--- src/rtl/global_ldst_distributor.sv ---
// Splits one vector load/store into per-cluster sub-requests and retires it once every cluster reports done.
// Optional feature macro: GLOBAL_LDST_STRIDED_EN (adds req_stride_i; cluster offsets use the byte stride).
package global_ldst_pkg;
    typedef struct packed {
        logic       vill;
        logic [2:0] sew;   // log2 of element size in bytes
    } vtype_t;
endpackage

module global_ldst_distributor
    import global_ldst_pkg::*;
#(
    parameter int unsigned NrLanes    = 4,
    parameter int unsigned NrClusters = 4,
    parameter int unsigned VlClWidth  = 16,
    parameter int unsigned AddrWidth  = 64,
    localparam int unsigned ClBits    = $clog2(NrClusters),
    localparam int unsigned VlWidth   = VlClWidth - ClBits
) (
    input  logic                                 clk_i,
    input  logic                                 rst_ni,
    input  logic [VlClWidth-1:0]                 vl_i,
    input  vtype_t                               vtype_i,
    input  logic                                 req_valid_i,
    output logic                                 req_ready_o,
    input  logic [AddrWidth-1:0]                 req_addr_i,
    input  logic                                 req_store_i,
`ifdef GLOBAL_LDST_STRIDED_EN
    input  logic [AddrWidth-1:0]                 req_stride_i,
`endif
    output logic [NrClusters-1:0]                cl_valid_o,
    input  logic [NrClusters-1:0]                cl_ready_i,
    output logic [NrClusters-1:0][AddrWidth-1:0] cl_addr_o,
    output logic [VlWidth-1:0]                   cl_vl_o,
    output logic                                 cl_store_o,
    input  logic [NrClusters-1:0]                cl_done_i,
    output logic                                 done_o,
    output logic                                 error_o
);

    typedef enum logic [1:0] {IDLE, ISSUE, WAIT} state_e;

    state_e                               state_reg;
    logic [NrClusters-1:0]                issued_mask_reg;
    logic [NrClusters-1:0]                done_mask_reg;
    logic [NrClusters-1:0]                issued_mask_next;
    logic [NrClusters-1:0]                done_mask_next;
    logic [NrClusters-1:0][AddrWidth-1:0] cl_addr_next;

    // Per-cluster base addresses are formed from the request as it is accepted and then held.
    for (genvar gi = 0; gi < NrClusters; gi++) begin : g_addr
`ifdef GLOBAL_LDST_STRIDED_EN
        assign cl_addr_next[gi] = req_addr_i + AddrWidth'(gi * NrLanes) * req_stride_i;
`else
        assign cl_addr_next[gi] = req_addr_i + (AddrWidth'(gi * NrLanes) << vtype_i.sew);
`endif
    end

    // A done is only credited to a cluster that has been, or is just now being, issued.
    always_comb begin
        issued_mask_next = issued_mask_reg | (cl_ready_i & cl_valid_o);
        done_mask_next   = done_mask_reg | (cl_done_i & issued_mask_next);
    end

    always_ff @(posedge clk_i or negedge rst_ni) begin
        if (!rst_ni) begin
            state_reg       <= IDLE;
            issued_mask_reg <= '0;
            done_mask_reg   <= '0;
            req_ready_o     <= 1'b1;
            cl_valid_o      <= '0;
            cl_addr_o       <= '0;
            cl_vl_o         <= '0;
            cl_store_o      <= 1'b0;
            done_o          <= 1'b0;
            error_o         <= 1'b0;
        end else begin
            done_o  <= 1'b0;
            error_o <= 1'b0;
            case (state_reg)
                IDLE: begin
                    if (req_valid_i) begin
                        if (vtype_i.vill) begin
                            error_o <= 1'b1;
                        end else if (vl_i == '0) begin
                            done_o <= 1'b1;
                        end else begin
                            state_reg       <= ISSUE;
                            req_ready_o     <= 1'b0;
                            issued_mask_reg <= '0;
                            done_mask_reg   <= '0;
                            cl_valid_o      <= '1;
                            cl_addr_o       <= cl_addr_next;
                            cl_vl_o         <= VlWidth'(vl_i >> ClBits);
                            cl_store_o      <= req_store_i;
                        end
                    end
                end
                ISSUE, WAIT: begin
                    issued_mask_reg <= issued_mask_next;
                    done_mask_reg   <= done_mask_next;
                    cl_valid_o      <= ~issued_mask_next;
                    if (&issued_mask_next && &done_mask_next) begin
                        state_reg   <= IDLE;
                        done_o      <= 1'b1;
                        req_ready_o <= 1'b1;
                    end else if (&issued_mask_next) begin
                        state_reg <= WAIT;
                    end
                end
                default: begin
                    state_reg   <= IDLE;
                    req_ready_o <= 1'b1;
                    cl_valid_o  <= '0;
                end
            endcase
        end
    end

endmodule

--- config.mk ---
export PLATFORM = sky130hd
export DESIGN_NAME = global_ldst_distributor
export DESIGN_NICKNAME = d
export VERILOG_FILES = /design/src/rtl/global_ldst_distributor.sv
export SDC_FILE = /design/constraint.sdc
export NUM_CORES = 1
export LEC_CHECK = 0
export CAP_MARGIN = 0
export CORE_MARGIN = 8
export CORE_UTILIZATION = 35
export CTS_BUF_LIST = sky130_fd_sc_hd__clkbuf_4 sky130_fd_sc_hd__clkbuf_8 sky130_fd_sc_hd__clkbuf_16
export CTS_CLUSTER_SIZE = 25
export DETAILED_ROUTE_END_ITERATION = 8
export GPL_ROUTABILITY_DRIVEN = 0
export SKIP_CTS_REPAIR_TIMING = 1
export SYNTH_ARGS = -nofsm -noshare
export SYNTH_HDL_FRONTEND = slang
export SYNTH_SLANG_ARGS = --single-unit
export TNS_END_PERCENT = 100
--- constraint.sdc ---
create_clock -name clk_i -period 5.5 [get_ports clk_i]
set_input_delay 1.1 -clock clk_i [delete_from_list [all_inputs] [get_ports clk_i]]
set_output_delay 1.1 -clock clk_i [all_outputs]
set_load 0.1 [all_outputs]
# Word level (Yosys, flattened, before mapping)
# Cells that the tools add are included.
dict set report totals {
  out_inout_bits 278
  register_bits 288
  input_bits 96
  word_cells 75
}
dict set report classes {
  n_addsub 4
  bitwise 7
  n_reduce_logical 12
  mux 28
  shift 4
  n_eq_ne 7
}
# operator n
set op_table {}
lappend op_table {{$add 64x64->64} 4}
lappend op_table {{$shl 4x3->64 const A} 2}
lappend op_table {{$shl 1x3->64 const A} 1}
lappend op_table {{$shl 3x3->64 const A} 1}
lappend op_table {{$mux 4} 6}
lappend op_table {{$pmux 4 s2} 3}
lappend op_table {{$reduce_and 4->1} 6}
lappend op_table {{$logic_not 16->1} 1}
lappend op_table {{$mux 1} 11}
lappend op_table {{$mux 2} 5}
lappend op_table {{$and 4x4->4} 2}
lappend op_table {{$ne 2x2->1 const B} 4}
lappend op_table {{$or 4x4->4} 2}
lappend op_table {{$not 4->4} 1}
lappend op_table {{$pmux 1 s2} 2}
lappend op_table {{$pmux 2 s2} 1}
lappend op_table {{$ne 3x3->1 const B} 1}
lappend op_table {{$reduce_and 3->1} 1}
lappend op_table {{$eq 2x1->1 const B} 1}
lappend op_table {{$eq 2x2->1 const B} 1}
lappend op_table {{$logic_not 2->1} 1}
lappend op_table {{$not 1->1} 2}
lappend op_table {{$reduce_bool 2->1} 1}
lappend op_table {{$reduce_or 2->1} 1}
lappend op_table {{$logic_and 1x1->1} 1}

# Logic depth before layout (Yosys ltp)
dict set report logic_depth {
  ltp_word 8
  mapped_depth 16
}

# Least setup slack after synthesis
# No wires, ideal clock.
dict set report synth_timing {
  path_type {input port to flip-flop}
  startpoint {input vtype_i[1] (netlist bit)}
  endpoint {register cl_addr_o[157] (netlist bit)}
  required_time_ns 5.377
  setup_time_ns 0.123
  t_arrival_ns 3.869
  path_slack_ns 1.508
  cell_stages 16
  cell_sequence {inv_1 -> ha_1 -> buf_6 -> clkbuf_1 -> nand2_1 -> xnor2_1 -> ha_1 -> a221oi_2 -> a211oi_1 -> a221oi_1 -> o32ai_1 -> o31ai_2 -> buf_6 -> buf_4 -> mux2i_1 -> nand2_1}
}
dict set report synth_between {
  elab_chain_cells 2
}
# element line
set synth_lines {}
lappend synth_lines {{start: declaration} 23} ;# input vtype_t vtype_i,
lappend synth_lines {{$shl 4x3->64} 55} ;# assign cl_addr_next[gi] = req_addr_i + (AddrWidth'(gi * NrLanes) << vtype_i.sew);
lappend synth_lines {{$add 64x64->64} 55}
lappend synth_lines {{end signal: assignment} 93} ;# cl_addr_o <= cl_addr_next;
lappend synth_lines {{end: declaration} 33} ;# output logic [NrClusters-1:0][AddrWidth-1:0] cl_addr_o,
# No other way between the ends.
# A chain may end at the register's enable or synchronous reset.

# Final worst setup path
dict set report layout_timing {
  startpoint {input vtype_i[1] (netlist bit)}
  endpoint {register cl_addr_o[147] (netlist bit)}
}
# Same word-level chain as after synthesis.

==> run_results.csv <==
group,metric,value,unit
worst_hold_path,hp-start,"cl_vl_o[0]$_DFFE_PN0P_",
timing,worst_pin_slew,1.147,ns
die,die_area,0.05078,mm^2
synth,ys_types,76,
cts,cts_tree,"yes",
timing,finalSetupTns,0,ns
die,coreArea,0.04317,mm^2
final_layout,largest_reg_flops,248,
die,die_w,225.3,um
final_layout,regMostFlops,"cl_addr_o",
grt,grt-ovfl-total,0,
worst_setup_path,rr_worst_depth,10,
synth,synthesis.instances,1745,
run_status,status,"finished, final reports clean",
final_layout,ff_latch_area,0.007008,mm^2
synth,syn-cell-area,0.01534,mm^2
worst_setup_path,required,5.95,ns
timing,rsz0062_at_grt,"false",
worst_hold_path,hold_depth,2,
synth,synth-simple-area-share,23.22,%
die,row_count,76,
grt,use_met2,36.39,%
synth,synthFlopType,"dfrtp_1",
route,wirelength,63050,um
route,vias,14756,
timing,finalSetupViolCount,0,
cts,htree_levels,2,
synth,synth_top_family_by_area,"simple AND/OR/NAND/NOR gates",
synth,synth_xor_area_share,5.082,%
worst_setup_path,cp_common_cell,"ha_1",
timing,min_period_over_period,82.32,%
grt,grt_pass1_vias,14476,
cts,numCtsBuffers,35,
synth,synthArstFlopShare,100.0,%
route,wire_per_inst,23.57,um
worst_setup_path,crit_chain,"clkdlybuf4s50_1, inv_1, ha_1, nor2b_1, ha_1, ha_1, o21ai_2, a211oi_1, a221oi_1, o32ai_1, o31ai_4, buf_12, or3_1, a31oi_1",
final_layout,top_regs,"cl_addr_o: 248 flops, cl_vl_o: 14 flops",
timing,fmax,0.2209,GHz
cts,insertion_delay,0.54,ns
cts,path_clk_slew,0.06,ns
worst_setup_path,rr_startpoint,"state_reg[1]$_DFFE_PN0P_",
cts,cts.sinks,280,
worst_setup_path,critPathLaunchType,"input pin",
die,die_y,225.3,um
worst_setup_path,cp-startpoint,"vtype_i[1]",
grt,grt_pass1_wl,93470,um
worst_setup_path,slowest_stage,"o32ai_1",
worst_setup_path,end_kind,"register",
synth,syn_avg_cell_area,8.790,um^2
final_layout,fillers,4132,
grt,grt-busiest-layer,"met2",
synth,synth_mux_area_share,2.741,%
synth,synth_compound_area_share,16.58,%
route,drc,0,
worst_setup_path,worstPathMaxFanout,39,
die,io_pins,374,
timing,max-slew-margin-rel,23.32,%
timing,fin_crit,4.528,ns
final_layout,multi_input_area,0.007599,mm^2
grt,use_met1,32.47,%
synth,synth.net_count,1862,
grt,antenna_found_initial,6,
grt,grt_use_met3,6.753,%
final_layout,layout-drive-gt1-share,6.948,%
synth,ys_seq_elements,280,
grt,gr-usage-all-layers,23.98,%
cts,clockBufferDepth,3,
route,ant_nets,0,
placed_design,numPortBuffers,373,
synth,yosysSeqAreaShare,45.69,%
final_layout,areaGrowthSynthToFinish,35.94,%
timing,skew,0.01329,ns
synth,ys_warn_count,0,
timing,whs,0.4702,ns
route,drt_iter0_drc,1569,
worst_setup_path,cp.arrival,4.98,ns
route,drt_pass1_iterations,6,
flow_run,maxCapViolations,0,
cts,root_buffer,"clkbuf_16",
timing,finalHoldViolations,0,
synth,synth-edff-count,0,
worst_setup_path,cpPeakStageDelay,0.64,ns
worst_setup_path,critical_path_class,"in -> reg",
route,via_per_inst,5.516,
grt,grt_max_degree,129,
final_layout,nNetsFinal,2182,
timing,finalMaxSlewViolations,0,
placed_design,place.detailed.hpwl,46620,um
die,initial_core_util,35.53,%
worst_hold_path,hold_path_class,"reg -> reg",
synth,synth_adder_area_share,1.713,%
## synth_stat cells, drive strengths merged, types with 2 or more instances
cell / number / area [um^2]
and3: 51 / 319.1
a21oi: 75 / 375.4
or4: 23 / 176.4
nand2: 369 / 1388
a41oi: 2 / 17.52
nor4: 20 / 152.6
dfrtp: 279 / 6982
o21ai: 125 / 633.1
nor3b: 3 / 22.52
a22oi: 17 / 127.6
mux2i: 42 / 420.4
buf: 74 / 421.7
and2: 10 / 62.56
nand2b: 4 / 25.02
o2bb2ai: 3 / 26.28
or3: 24 / 150.1
nor3: 39 / 200.2
nand3b: 5 / 37.54
a221o: 3 / 30.03
or2: 6 / 37.53
a211o: 17 / 148.9
o2111ai: 11 / 96.34
a221oi: 2 / 23.77
xor2: 45 / 394.1
o211ai: 24 / 198.9
nor2b: 5 / 31.28
xnor2: 44 / 385.4
a21o: 36 / 270.3
nand4: 29 / 187.7
a31oi: 36 / 261.5
a22o: 3 / 26.28
o31ai: 10 / 80.07
clkbuf: 71 / 272.8
a32o: 2 / 20.02
inv: 18 / 67.56
o21a: 6 / 45.04
nand3: 57 / 290.3
ha: 21 / 262.8
o21bai: 2 / 15.01
nor2: 105 / 394.1
and4: 9 / 78.83
o22ai: 4 / 25.02
## layer usage
| metal | wire length, um | share of wire, % |
|---|---|---|
| met5 | 19 | 0.030 |
| met4 | 1926 | 3.1 |
| met3 | 6139 | 9.7 |
| met2 | 27970 | 44 |
| met1 | 27000 | 43 |
## path summary, 6_finish.rpt
| kind | slack (ns) | endpoint |
|---|---|---|
| min in group asynchronous | 0.60 | done_mask_reg[1]$_DFFE_PN0P_ |
| min reg2reg | 0.47 | cl_vl_o[0]$_DFFE_PN0P_ |
| max | 0.97 | cl_addr_o[147]$_DFFE_PN0P_ |
| max in group asynchronous | 3.61 | cl_vl_o[5]$_DFFE_PN0P_ |
| max reg2reg | 2.45 | cl_valid_o[2]$_DFFE_PN0P_ |
| min | 0.47 | cl_vl_o[0]$_DFFE_PN0P_ |
## worst max-delay path: cells and delay by family
kind                       cells  cell delay (ns)
buffers and inverters          3             0.85
AOI/OAI and AO/OA              6             1.45
adders and majority gates      3             0.90
and+or+nand+nor                2             0.65
## cell families after synthesis
kind of cell	count (synthesis)
compound gates	390
buf+inv	163
mux	42
fa+ha+maj	21
xor+xnor	89
simple gates	760
flops	280
## metrics by stage
step / utilization [%] / cells / area [um^2] / setup WS, ns
after floorplan: - / 1745 / 15340 / 1.508
after global placement: 45.45 / 2613 / 19620 / 0.6838
after detailed placement: 45.45 / 2613 / 19620 / 0.5035
after CTS: 48.28 / 2672 / 20840 / 1.058
after global routing: 48.30 / 2675 / 20850 / 0.6993
final: 48.30 / 2675 / 20850 / 0.9724
## cell type report
cell class	count	area share, %
Multi-Input combinational cell	1302	36.44
Sequential cell	280	33.61
Timing Repair Buffer	428	20.21
Clock buffer	52	5.341
Tap cell	585	3.510
Clock inverter	7	0.5281
Inverter	18	0.3240
Antenna cell	3	0.03600
## cell usage in the layout (no fill, tap or decap), types with 5 or more instances in the layout
cell	count
nor4_1	17
o31ai_1	8
nor2_1	104
or3_1	24
o21a_1	6
nor2b_1	5
nor3_1	38
a31oi_1	33
and3_1	51
xnor2_1	44
o2111ai_1	11
o211ai_1	22
buf_12	5
inv_1	18
xor2_1	45
clkdlybuf4s50_1	372
nand3_1	56
and2_1	9
a21o_1	36
mux2i_1	42
and4_1	9
clkbuf_8	12
buf_4	50
nand4_1	28
dfrtp_1	279
nand3b_1	5
clkbuf_16	37
or4_1	22
o21ai_0	119
a211o_1	17
nand2_1	367
a22oi_1	17
ha_1	21
a21oi_1	75
Power is not shown: default switching activity piles up to over one toggle a cycle in this logic, so the estimate is an artifact.
